File: config.mk
export PLATFORM = sky130hd
export DESIGN_NAME = aes_round_seq
export DESIGN_NICKNAME = d
export VERILOG_FILES = /design/src/rtl/aes_ctrl_pkg.sv /design/src/rtl/aes_wdog.sv /design/src/rtl/aes_round_seq.sv
export SDC_FILE = /design/constraint.sdc
export NUM_CORES = 1
export LEC_CHECK = 0
export ABC_CLOCK_PERIOD_IN_PS = 5700
export CAP_MARGIN = 15
export CELL_PAD_IN_SITES_DETAIL_PLACEMENT = 0
export CELL_PAD_IN_SITES_GLOBAL_PLACEMENT = 1
export CORE_MARGIN = 10
export CORE_UTILIZATION = 30
export DETAILED_ROUTE_END_ITERATION = 6
export GPL_TIMING_DRIVEN = 0
export HOLD_SLACK_MARGIN = 0.1
export PLACE_DENSITY_LB_ADDON = 0.1
export REMOVE_ABC_BUFFERS = 1
export SLEW_MARGIN = 20
export SYNTH_ARGS = -nofsm -noshare
export SYNTH_HDL_FRONTEND = slang
export SYNTH_SLANG_ARGS = --single-unit
File: constraint.sdc
create_clock -name clk -period 5.7 [get_ports clk]
set_input_delay 1.425 -clock clk [delete_from_list [all_inputs] [get_ports clk]]
set_output_delay 1.425 -clock clk [all_outputs]
set_load 0.01 [all_outputs]
File: src/rtl/aes_ctrl_pkg.sv
// Shared definitions for the AES round sequencer.
// Holds the FSM state encoding, key-length encodings, the round-count
// lookup, the one-hot ARK data-mux codes and the default watchdog limit.
package aes_ctrl_pkg;

    typedef enum logic [2:0] {
        ST_IDLE = 3'd0,
        ST_ARK  = 3'd1,
        ST_SS   = 3'd2,
        ST_MCKS = 3'd3,
        ST_DONE = 3'd4,
        ST_ERR  = 3'd5
    } state_e;

    localparam logic [1:0] KEY_128  = 2'b00;
    localparam logic [1:0] KEY_192  = 2'b01;
    localparam logic [1:0] KEY_256  = 2'b10;
    localparam logic [1:0] KEY_RSVD = 2'b11;

    localparam logic [2:0] ARK_SEL_NONE = 3'b000;
    localparam logic [2:0] ARK_SEL_PT   = 3'b001;
    localparam logic [2:0] ARK_SEL_SS   = 3'b010;
    localparam logic [2:0] ARK_SEL_MC   = 3'b100;

    localparam int TIMEOUT_DEF = 64;

    // Number of rounds for a key length; reserved code maps to 0.
    function automatic logic [3:0] nr_of(input logic [1:0] key_len);
        case (key_len)
            KEY_128: nr_of = 4'd10;
            KEY_192: nr_of = 4'd12;
            KEY_256: nr_of = 4'd14;
            default: nr_of = 4'd0;
        endcase
    endfunction

endpackage

File: src/rtl/aes_wdog.sv
// Per-state watchdog for the AES round sequencer.
// Ports: clk, rst (async, active-high); clr restarts the count at 0;
// en counts cycles spent in a wait state; expired flags the last
// permitted cycle (count == TIMEOUT-1) so the FSM leaves after
// exactly TIMEOUT cycles.
module aes_wdog
    import aes_ctrl_pkg::*;
#(
    parameter int TIMEOUT = TIMEOUT_DEF
) (
    input  logic clk,
    input  logic rst,
    input  logic clr,
    input  logic en,
    output logic expired
);

    localparam int CW = $clog2(TIMEOUT + 1);

    logic [CW-1:0] r_cnt;

    always_ff @(posedge clk or posedge rst) begin
        if (rst) begin
            r_cnt <= '0;
        end else if (clr) begin
            r_cnt <= '0;
        end else if (en && !expired) begin
            r_cnt <= r_cnt + CW'(1);
        end
    end

    assign expired = en && (r_cnt == CW'(TIMEOUT - 1));

endmodule

File: src/rtl/aes_round_seq.sv
// AES round sequencer: drives AddRoundKey, ShiftRows/SubBytes,
// MixColumns and key-schedule units through Nr rounds.
// Ports: clk, rst (async, active-high); load_in/key_len_in start an
// operation; *_ready_in are unit-complete pulses; *_start_out are
// one-cycle start pulses; round_out, key_sel, ark_in_sel steer the
// datapath; busy_out, done_out, err_out report status.
//
// state | meaning
// IDLE  | waiting for load_in
// ARK   | AddRoundKey running
// SS    | ShiftRows/SubBytes running
// MCKS  | MixColumns and key schedule running in parallel
// DONE  | one-cycle completion
// ERR   | reserved key length or watchdog expiry
module aes_round_seq
    import aes_ctrl_pkg::*;
#(
    parameter int TIMEOUT = TIMEOUT_DEF,
    parameter int ROUND_W = 4
) (
    input  logic               clk,
    input  logic               rst,
    input  logic               load_in,
    input  logic [1:0]         key_len_in,
    input  logic               ss_ready_in,
    input  logic               mc_ready_in,
    input  logic               ks_ready_in,
    input  logic               ark_ready_in,
    output logic               ss_start_out,
    output logic               mc_start_out,
    output logic               ks_start_out,
    output logic               ark_start_out,
    output logic [ROUND_W-1:0] round_out,
    output logic               key_sel,
    output logic [2:0]         ark_in_sel,
    output logic               busy_out,
    output logic               done_out,
    output logic               err_out
);

    state_e             r_state;
    state_e             w_state_nxt;
    logic [ROUND_W-1:0] r_round;
    logic [ROUND_W-1:0] r_nr;
    logic               r_first;
    logic               r_ark_start, r_ss_start, r_mc_start, r_ks_start;
    logic               r_ks_seen, r_mc_seen;
    logic               r_err;
    logic               w_entry, w_last, w_wd_en, w_wd_expired;
    logic               w_ark_ok, w_ss_ok, w_mc_ok, w_ks_ok;
    logic               w_ks_have, w_mc_have;

    // Readies landing in the start cycle belong to no request of ours.
    assign w_ark_ok  = ark_ready_in && !r_first;
    assign w_ss_ok   = ss_ready_in  && !r_first;
    assign w_mc_ok   = mc_ready_in  && !r_first;
    assign w_ks_ok   = ks_ready_in  && !r_first;
    assign w_last    = (r_round == r_nr);
    assign w_ks_have = r_ks_seen || w_ks_ok;
    // The final round has no MixColumns, so only the key schedule gates exit.
    assign w_mc_have = r_mc_seen || w_mc_ok || w_last;
    assign w_entry   = (w_state_nxt != r_state);
    assign w_wd_en   = (r_state == ST_ARK) || (r_state == ST_SS) || (r_state == ST_MCKS);

    aes_wdog #(.TIMEOUT(TIMEOUT)) u_wdog (
        .clk     (clk),
        .rst     (rst),
        .clr     (w_entry),
        .en      (w_wd_en),
        .expired (w_wd_expired)
    );

    always_ff @(posedge clk or posedge rst) begin
        if (rst) r_state <= ST_IDLE;
        else     r_state <= w_state_nxt;
    end

    always_comb begin
        w_state_nxt = r_state;
        case (r_state)
            ST_IDLE: if (load_in) w_state_nxt = (key_len_in == KEY_RSVD) ? ST_ERR : ST_ARK;
            ST_ARK: begin
                if (w_ark_ok)          w_state_nxt = w_last ? ST_DONE : ST_SS;
                else if (w_wd_expired) w_state_nxt = ST_ERR;
            end
            ST_SS: begin
                if (w_ss_ok)           w_state_nxt = ST_MCKS;
                else if (w_wd_expired) w_state_nxt = ST_ERR;
            end
            ST_MCKS: begin
                if (w_ks_have && w_mc_have) w_state_nxt = ST_ARK;
                else if (w_wd_expired)      w_state_nxt = ST_ERR;
            end
            default: w_state_nxt = ST_IDLE;
        endcase
    end

    always_ff @(posedge clk or posedge rst) begin
        if (rst) begin
            r_first     <= 1'b0;
            r_ark_start <= 1'b0;
            r_ss_start  <= 1'b0;
            r_mc_start  <= 1'b0;
            r_ks_start  <= 1'b0;
            r_ks_seen   <= 1'b0;
            r_mc_seen   <= 1'b0;
            r_round     <= '0;
            r_nr        <= '0;
            r_err       <= 1'b0;
        end else begin
            r_first     <= w_entry;
            r_ark_start <= w_entry && (w_state_nxt == ST_ARK);
            r_ss_start  <= w_entry && (w_state_nxt == ST_SS);
            r_ks_start  <= w_entry && (w_state_nxt == ST_MCKS);
            r_mc_start  <= w_entry && (w_state_nxt == ST_MCKS) && (r_round < r_nr);

            if (r_state == ST_MCKS && w_state_nxt == ST_MCKS) begin
                r_ks_seen <= w_ks_have;
                r_mc_seen <= r_mc_seen || w_mc_ok;
            end else begin
                r_ks_seen <= 1'b0;
                r_mc_seen <= 1'b0;
            end

            if (r_state == ST_IDLE && w_state_nxt == ST_ARK) begin
                r_nr    <= ROUND_W'(nr_of(key_len_in));
                r_round <= '0;
                r_err   <= 1'b0;
            end else if (r_state == ST_ARK && w_state_nxt == ST_SS) begin
                r_round <= r_round + ROUND_W'(1);
            end else if (w_state_nxt == ST_IDLE) begin
                r_round <= '0;
            end

            if (w_state_nxt == ST_ERR) r_err <= 1'b1;
        end
    end

    always_comb begin
        busy_out   = 1'b0;
        done_out   = 1'b0;
        ark_in_sel = ARK_SEL_NONE;
        key_sel    = 1'b0;
        case (r_state)
            ST_ARK, ST_SS, ST_MCKS: busy_out = 1'b1;
            ST_DONE: begin
                busy_out = 1'b1;
                done_out = 1'b1;
            end
            default: ;
        endcase
        if (r_state != ST_IDLE && r_state != ST_ERR) begin
            if (r_round == '0) ark_in_sel = ARK_SEL_PT;
            else if (w_last)   ark_in_sel = ARK_SEL_SS;
            else               ark_in_sel = ARK_SEL_MC;
            key_sel = (r_round >= ROUND_W'(2));
        end
    end

    assign ark_start_out = r_ark_start;
    assign ss_start_out  = r_ss_start;
    assign mc_start_out  = r_mc_start;
    assign ks_start_out  = r_ks_start;
    assign round_out     = r_round;
    assign err_out       = r_err;

endmodule

* Word level (Yosys, flattened, before mapping)
Cells that the tools add are included.
** Word-level totals
- Register bits :: 26
- Bits in latches :: 0
- RAM bits :: 0
- ROM bits :: 0
- Input bits :: 9
- Output and inout port bits :: 15
- Word-level logic and storage cells :: 86
- Memories kept :: 0
** Cells by class
- Add/subtract/negate cells :: 2
- Multiply operators :: 0
- Divide/modulo/power cells :: 0
- $lt $le $gt $ge :: 2
- Equal/unequal tests :: 15
- Shift operators :: 0
- Mux-type cells :: 24
- Bitwise logic cells :: 0
- Reductions and logical operators :: 31
** Operators by type and width (number)
- 3-bit two-way mux :: 10
- 1-bit logical AND :: 15
- 7-bit two-way mux :: 2
- 3-bit by 2-bit equality test with 1-bit output, second input constant :: 4
- 4-bit two-way mux :: 3
- 3-bit case mux with 4 select lines :: 1
- 4-bit case mux with 3 select lines :: 1
- 7-bit by 1-bit adder with 7-bit output, second input constant :: 1
- 7-bit by 6-bit equality test with 1-bit output, second input constant :: 1
- 1-bit two-way mux :: 7
- 3-bit by 1-bit equality test with 1-bit output, second input constant :: 2
- 3-bit equality test, second input constant :: 2
- 3-bit zero test :: 2
- 3-bit nonzero test :: 2
- 1-bit logical OR :: 5
- 4-bit by 1-bit adder with 4-bit output, second input constant :: 1
- 2-bit equality test, second input constant :: 2
- 4-bit equality test :: 1
- 4-bit by 2-bit greater-or-equal comparator with 1-bit output, second input constant :: 1
- 4-bit zero test :: 1
- 4-bit < comparator :: 1
- 2-bit nonzero test :: 2
- 4-bit OR reduction :: 1
- 3-bit inequality test :: 1
- other kinds (4) :: 5

* Depth between registers and ports, before layout
Gate-level depths: netlist (run 1).
- Depth in word-level cells :: 11
- Gate-level depth with buffers :: 8

* Modules after synthesis
From an unflattened synthesis (run 1), not the netlist that was laid out.
** Unflattened totals
- Cell total of the unflattened synthesis :: 155
- Area total of the unflattened synthesis :: 1539.0 um2
** By module, submodules not included
- aes_round_seq :: instances 1, cells each 120, area each 1177.4 um2, seq. area each 450.4 um2
- aes_wdog :: instances 1, cells each 35, area each 361.6 um2, seq. area each 175.2 um2

* Worst setup path after synthesis (run 1)
No wires, ideal clock.
- Kind :: flip-flop to output port
- From :: register r_round[1], in the netlist round_out[1]
- To :: output port ark_in_sel[2]
- Arrival :: 1274 ps
- Data required time :: 4275 ps
- Setup slack :: 3001 ps
- Stages on the path, launching flop included :: 5
- Path through :: dfrtp_1 > inv_1 > ha_1 > and4b_2 > nor2_1
** Between the ends
- Cells in the longest elaborated chain, start to end :: 4
- Elaborated cells on any way between the ends :: 5
- Classes of those cells :: eq/ne (1); mux (3); reduce/logical (1)
** RTL lines
- from (decl) :: RTL line aes_round_seq.sv:43 : logic [ROUND_W-1:0] r_round;
- from (signal assigned) :: RTL line aes_round_seq.sv:130 : r_round <= r_round + ROUND_W'(1);
- 4-bit equality test :: RTL line aes_round_seq.sv:58 : assign w_last = (r_round == r_nr);
- 3-bit two-way mux :: RTL line aes_round_seq.sv:154 : else if (w_last) ark_in_sel = ARK_SEL_SS;
- 3-bit two-way mux (*) :: RTL line aes_round_seq.sv:153 : if (r_round == '0) ark_in_sel = ARK_SEL_PT;
- 3-bit two-way mux (*) :: RTL line aes_round_seq.sv:152 : if (r_state != ST_IDLE && r_state != ST_ERR) begin
- to (decl) :: RTL line aes_round_seq.sv:35 : output logic [2:0] ark_in_sel,
Mark *: on every way between the ends. The rest lies on a longest branch, timed or not.

* Worst setup path after layout (run 1)
- From :: register r_state[0]
- To :: output port busy_out
** Between the ends
- Cells in the longest elaborated chain, start to end :: 3
- Elaborated cells on any way between the ends :: 6
- Classes of those cells :: eq/ne (4); mux (1); reduce/logical (1)
** RTL lines
- from (decl) :: RTL line aes_round_seq.sv:41 : state_e r_state;
- from (signal assigned) :: RTL line aes_round_seq.sv:75 : else r_state <= w_state_nxt;
- 3-bit by 1-bit equality test with 1-bit output (tied with other cells) :: RTL line aes_round_seq.sv:144 : case (r_state)
- 4-bit OR reduction (no source line) (*)
- 1-bit two-way mux (*) :: RTL line aes_round_seq.sv:144
- to (decl) :: RTL line aes_round_seq.sv:36 : output logic busy_out,
Marks and branches as above.

==> results of run 1 <==
layout by cell type (no fill, tap or decap), types with 2 or more instances in the layout:
cell             synthesis  final
ha_1                     9      9
clkdlybuf4s50_1          0     23
nand3b_1                 2      2
mux2i_1                  2      2
xor2_1                   2      2
nor2_1                  21     21
dfrtp_1                 25     25
nand2_1                  9      9
nor2b_1                  2      2
a21oi_1                  5      5
nor3_1                  12     12
o21bai_1                 2      2
o21ai_1                  3      3
or2_1                    2      2
nor4_1                   3      3
inv_1                   13     12
clkbuf_8                 2      3
xnor2_1                  4      4
o21ai_0                 11     11
nand3_1                  3      3
o31ai_1                  2      2
a31oi_1                  3      3
final cells by class:
type	instances	area, um2	area share [%]
well taps	70	87.6	4.67
flip-flops and latches	25	626	33.3
repair buffers	23	230	12.3
clock inverters	1	5.00	0.267
multi-input cells	123	835	44.5
inverters	14	52.6	2.80
clock buffers	3	41.3	2.20
state kept, by name (all words and copies together) (netlist names):
register / count
r_nr: 3
mc_start_out: 1
r_mc_seen: 1
round_out: 4
r_first: 1
err_out: 1
ark_start_out: 1
ks_start_out: 1
r_state: 3
ss_start_out: 1
u_wdog.r_cnt: 7
r_ks_seen: 1
kinds of logic after synthesis:
| kind of cell | Yosys count |
|---|---|
| xor+xnor | 6 |
| flops | 25 |
| simple gates | 68 |
| compound gates | 38 |
| fa+ha+maj | 9 |
| buf+inv | 18 |
| mux | 2 |
where the power goes:
part / leakage, nW / total, mW / switching (mW) / internal, mW
clock network: 0.0255 / 0.110 / 0.0613 / 0.0490
registers: 0.325 / 0.290 / 0.0593 / 0.230
logic: 0.444 / 0.412 / 0.220 / 0.192
metrics by stage:
stage | total power [mW] | util (%) | area (um2)
2_1_floorplan | 0.562 | - | 1510
3_3_place_gp | 0.708 | 36.1 | 1830
3_5_place_dp | 0.715 | 36.1 | 1830
4_1_cts | 0.826 | 37.0 | 1880
5_1_grt | 0.883 | 37.0 | 1880
6_report | 0.813 | 37.0 | 1880
Yosys cell counts, types with 2 or more instances:
library cell / number / area, um2
dfrtp_1: 25 / 626
nor2_1: 21 / 78.8
inv_1: 13 / 48.8
nor3_1: 12 / 60.1
o21ai_0: 11 / 55.1
ha_1: 9 / 113
nand2_1: 9 / 33.8
a21oi_1: 5 / 25.0
xnor2_1: 4 / 35.0
a31oi_1: 3 / 18.8
nand3_1: 3 / 15.0
nor4_1: 3 / 18.8
o21ai_1: 3 / 15.0
clkbuf_8: 2 / 27.5
mux2i_1: 2 / 20.0
nand3b_1: 2 / 15.0
nor2b_1: 2 / 12.5
o21bai_1: 2 / 15.0
o31ai_1: 2 / 15.0
or2_1: 2 / 12.5
xor2_1: 2 / 17.5
routing by layer:
layer / up-vias / GRT usage [%] / wire length (um)
met3: 4 / 2.77 / 219
li1: 635 / - / -
met5: - / 0 / 0
met2: 30 / 13.9 / 1660
met4: 0 / 2.70 / 38
met1: 589 / 11.1 / 1800
worst paths after layout:
| check | start | to | slack [ns] |
|---|---|---|---|
| setup reg to reg | round_out[1]$_DFFE_PP0P_ | u_wdog.r_cnt[4]$_DFFE_PP0P_ | 3.51 |
| min in group asynchronous | rst | round_out[2]$_DFFE_PP0P_ | 1.55 |
| hold reg to reg | r_nr[3]$_DFFE_PP0N_ | r_nr[3]$_DFFE_PP0N_ | 0.48 |
| hold / removal | r_nr[3]$_DFFE_PP0N_ | r_nr[3]$_DFFE_PP0N_ | 0.48 |
| setup / recovery | r_state[0]$_DFF_PP0_ | busy_out | 2.16 |
| max in group asynchronous | rst | err_out$_DFFE_PP0P_ | 3.72 |
==> metrics.md, run 1 <==
| Metric | Value |
|---|---|
| First-pass GRT wire length | `6180 um` |
| GP Congestion | `0.793` |
| Leakage | `0.794 nW` |
| Fraction of layout cells with a size suffix above 1 | `9.52%` |
| Worst hold slack | `0.483 ns` |
| # H-tree levels | `1` |
| DP HPWL | `2890 um` |
| Hold Crit Class | `flop to flop` |
| CTS Buf Count | `3` |
| Cell variety after synth | `50` |
| Reg2reg path depth | `7` |
| Maxcap violations | `0` |
| Post-layout nets | `208` |
| Crit end category | `output pin` |
| Post-Syn Instances | `166` |
| RSZ-0062 raised after global routing | `false` |
| Crit path buf inv count | `1` |
| DR vias/cell | `4.86` |
| Port Buf Inserts | `23` |
| Hold-fix buffers, CTS | `0` |
| Critical path's slowest cell | `dfrtp_1` |
| Total congestion overflow | `0` |
| Max Fclk | `282 MHz` |
| CP delay by family, top | `flip-flops` |
| Initial Util | `30.6%` |
| Final Hold Fails | `0` |
| Synth Area in Adders | `7.26%` |
| TritonCTS clock tree | `yes` |
| WL/cell | `14.3 um` |
| Startpoint Class | `flop` |
| Top_reg_cell synth | `dfrtp_1` |
| Area grow syn2layout | `21.0%` |
| I/O pins | `24` |
| Die X | `91.9 um` |
| Setup Skew | `0.00320 ns` |
| Crit path DAT | `2.12 ns` |
| Num rows | `26` |
| Slew Limit Fails | `0` |
| Antenna Cells | `0` |
| Layout fillers | `532` |
| Largest net degree at the start of global routing | `26` |
| Peak VDD IR | `0.140 mV` |
| Die area | `8450 um2` |
| Worst path depth | `3` |
| EDFF count, synth | `0` |
| Core ar. | `5070 um2` |
| Period utilisation layout | `62.2%` |
| Status | `finished, final reports clean` |
| # Post-CTS Setup Buffers | `0` |
| Placed Cells incl. Taps | `255` |
| Post-synthesis cell area | `1550 um2` |
| Final ANT Viol Nets | `0` |
| Residual DRC | `0` |
| Routed via count | `1,258` |
| Slew headroom | `36.4%` |
| Pwr/cell area | `433 nW/um2` |
| Post-layout minimum cycle time | `3.54 ns` |
| Synth Area in Simple Gates | `25.2%` |
| Post-route setup TNS | `0 ns` |
| Worst Path Required | `4.28 ns` |
| Synth Area in Compound Gates | `16.6%` |
| #FFs+latches synth | `25` |
| Post-CTS sizing | `0` |
| Warnings from Yosys | `0` |
| Fin cells | `259` |
| Final wirelength | `3720 um` |
| Xor/xnor share of the synthesized area | `3.39%` |
| Largest family of logic cells by synthesized area | `simple AND/OR/NAND/NOR gates` |
| CP Max Fanout | `17` |
| Worst-Skew Late Latency | `0.27 ns` |
| Setup violations, final | `0` |
| Post-synthesis mux area share | `1.29%` |
| Dpl ws | `2.46 ns` |
| Worst stage delay on the critical path | `0.57 ns` |
| Ys async rst share | `100%` |
| Number of global-route vias before repair | `1,278` |
| CTS sink cnt | `25` |
| CTS Buffer Depth | `2` |
| Die Y | `91.9 um` |
| Gr usage total | `8.78%` |
| Seq/Total Area, Yosys | `40.3%` |
| Number of antenna violations at the first check in global routing | `0` |
| Drt first pass iters | `4` |
| Actual slew at the worst max-slew pin | `0.948 ns` |
| Fin worst setup slack | `2.16 ns` |
| Clock Pin Slew Worst Setup and Hold Paths | `0.09 ns` |
| Iter 0 DRT Violations | `49` |
| WS Path Type | `flop to output pin` |
| Clock root buffer | `clkbuf_8` |
| Hold path depth | `1` |
| Post-Syn Area per Cell | `9.35 um2` |
| Crit-path cells | `nor2_1 > xnor2_1 > clkdlybuf4s50_1` |
No activity file was read; power rests on OpenSTA's default activity.
==> run 2: changes to the inputs <==
ABC_CLOCK_PERIOD_IN_PS = 3100   (was 5700)
clock period = 3.1 ns   (was 5.7 ns; I/O delays follow)
==> results of run 2 <==
The final DEF is identical to that of run 1. Status: finished, final reports clean.
Main changes from that run: setup slack after placement 2.46 ns -> 0.506 ns; setup slack after layout 2.16 ns -> 0.207 ns; register-to-register setup slack 3.51 ns -> 0.91 ns; total power 0.813 mW -> 1.49 mW; worst IR drop on VDD 0.140 mV -> 0.257 mV
==> run 3: changes to the inputs <==
CELL_PAD_IN_SITES_GLOBAL_PLACEMENT = 2   (was 1)
==> metrics.md, run 3 (synthesis results as in run 1) <==
| Metric | Value |
|---|---|
| Hold Crit Class | `flop to flop` |
| Total congestion overflow | `0 (unchanged)` |
| TritonCTS clock tree | `yes` |
| Setup Skew | `0.0131 ns (+0.00992 ns)` |
| Setup violations, final | `0 (unchanged)` |
| FF-to-FF End | `u_wdog.r_cnt[2]$_DFFE_PP0P_` |
| Iter 0 DRT Violations | `80 (+63%)` |
| Worst hold slack | `0.484 ns (+0.000932 ns)` |
| Largest reg by FF count | `u_wdog.r_cnt` |
| Final wirelength | `3780 um (+1.6%)` |
| Post-route setup TNS | `0 ns (unchanged)` |
| Worst-Skew Late Latency | `0.29 ns (+0.02 ns)` |
| Num rows | `26 (unchanged)` |
| DR vias/cell | `4.88 (+0.56%)` |
| Port Buf Inserts | `23 (unchanged)` |
| Initial Util | `30.6% (unchanged)` |
| Residual DRC | `0 (unchanged)` |
| Hold_sp | `r_nr[3]$_DFFE_PP0N_` |
| CTS Buffer Depth | `2 (unchanged)` |
| Pwr/cell area | `807 nW/um2` |
| Min-Delay Endpoint | `r_nr[3]$_DFFE_PP0N_` |
| I/O pins | `24 (unchanged)` |
| Leading cell type in the layout, fill and taps excluded | `dfrtp_1` |
| Largest net degree at the start of global routing | `26 (unchanged)` |
| Crit end category | `output pin` |
| Largest register FFs | `7 (unchanged)` |
| DP HPWL | `2840 um (-1.8%)` |
| GP Congestion | `0.754 (-4.9%)` |
| Post-layout minimum cycle time | `2.92 ns` |
| Leakage | `0.794 nW (about the same)` |
| RSZ-0062 raised after global routing | `false` |
| Number of antenna violations at the first check in global routing | `0 (unchanged)` |
| Post-CTS sizing | `0 (unchanged)` |
| Maxcap violations | `0 (unchanged)` |
| Hold path depth | `1 (unchanged)` |
| First-pass GRT wire length | `6630 um (+7.4%)` |
| Reg2reg path depth | `7 (unchanged)` |
| Worst Path Required | `2.32 ns` |
| Die Y | `91.9 um (unchanged)` |
| Layout fillers | `552 (+3.8%)` |
| Actual slew at the worst max-slew pin | `0.922 ns (-0.0265 ns)` |
| Hold-fix buffers, CTS | `0 (unchanged)` |
| Gr usage total | `9.61% (+0.83 points)` |
| Commonest cells after routing, fill and taps aside | `dfrtp_1, clkdlybuf4s50_1, nor2_1` |
| Max Fclk | `342 MHz` |
| Fraction of layout cells with a size suffix above 1 | `9.52% (unchanged)` |
| Crit path DAT | `2.15 ns (+0.03 ns)` |
| Antenna Cells | `0 (unchanged)` |
| WL/cell | `14.6 um (+1.6%)` |
| CTS Buf Count | `3 (unchanged)` |
| Final Hold Fails | `0 (unchanged)` |
| Die X | `91.9 um (unchanged)` |
| Die area | `8450 um2 (unchanged)` |
| Area grow syn2layout | `21.2%` |
| Post-layout nets | `208 (unchanged)` |
| CP Max Fanout | `17 (unchanged)` |
| Slew headroom | `38.2% (+1.8 points)` |
| CTS sink cnt | `25 (unchanged)` |
| Final ANT Viol Nets | `0 (unchanged)` |
| Slew Limit Fails | `0 (unchanged)` |
| Status | `finished, final reports clean` |
| Startpoint Class | `flop` |
| Peak VDD IR | `0.215 mV` |
| # H-tree levels | `1 (unchanged)` |
| # Post-CTS Setup Buffers | `0 (unchanged)` |
| Clock Pin Slew Worst Setup and Hold Paths | `0.09 ns (about the same)` |
| Drt first pass iters | `4 (unchanged)` |
| FF-to-FF setup slack | `0.92 ns` |
| Core ar. | `5070 um2 (unchanged)` |
| Routed via count | `1,265 (+0.56%)` |
| Clock root buffer | `clkbuf_8` |
| Period utilisation layout | `94.2%` |
| Number of global-route vias before repair | `1,334 (+4.4%)` |
| Worst R2R Start | `round_out[1]$_DFFE_PP0P_` |
| WS Path Type | `flop to output pin` |
## run 3: changes by cell type in the layout (fill, tap and decap cells not counted), sizes merged
cell / before / now
clkinv: 2 / 1
inv: 13 / 14
## run 3: worst max-delay path by stage
stage,start,end,slack [ns],depth (start not counted)
after floorplan,round_out[1]$_DFFE_PP0P_,ark_in_sel[2],1.05,4
after global placement,r_state[0]$_DFF_PP0_,busy_out,0.54,3
after detailed placement,key_len_in[1],r_first$_DFF_PP0_,0.51,7
after CTS,r_state[0]$_DFF_PP0_,busy_out,0.19,3
after global routing,r_state[0]$_DFF_PP0_,busy_out,0.02,3
final,r_state[0]$_DFF_PP0_,busy_out,0.18,3
## run 3: area by class of cell
type                    count  area, um2  area share (%)
well taps                  70       87.6            4.66
inverters                  14       52.6            2.79
clock buffers               3       41.3            2.20
multi-input cells         123        835            44.4
repair buffers             23        230            12.2
clock inverters             1       8.76           0.466
flip-flops and latches     25        626            33.3
## run 3: worst max-delay path, stage by stage (launching register included)
cell and delay [ns]:
dfrtp_1 0.59, nor2_1 0.51, xnor2_1 0.20, clkdlybuf4s50_1 0.57
## run 3: routing by layer
metal	GRT usage, %	part of all wire, %	vias to the layer above
met4	3.47	1.4	0
met3	3.10	5.5	4
li1	-	-	631
met1	11.5	47	607
met5	0	0	-
met2	15.7	46	23
## run 3: through the flow
stage | area [um2] | worst slack, ns | power, mW | util [%] | instances
global placement | 1830 | 0.540 | 1.31 | 36.1 | 255
global route | 1880 | 0.0248 | 1.66 | 37.1 | 259
floorplan | 1510 | 1.05 | 1.03 | - | 162
detailed placement | 1830 | 0.511 | 1.32 | 36.1 | 255
finish | 1880 | 0.179 | 1.52 | 37.1 | 259
CTS | 1880 | 0.192 | 1.54 | 37.1 | 259
## run 3: power by group
part           switching (mW)  total (mW)  internal, mW
Clock                   0.123       0.218        0.0947
Sequential              0.113       0.536         0.424
Combinational           0.409       0.763         0.354
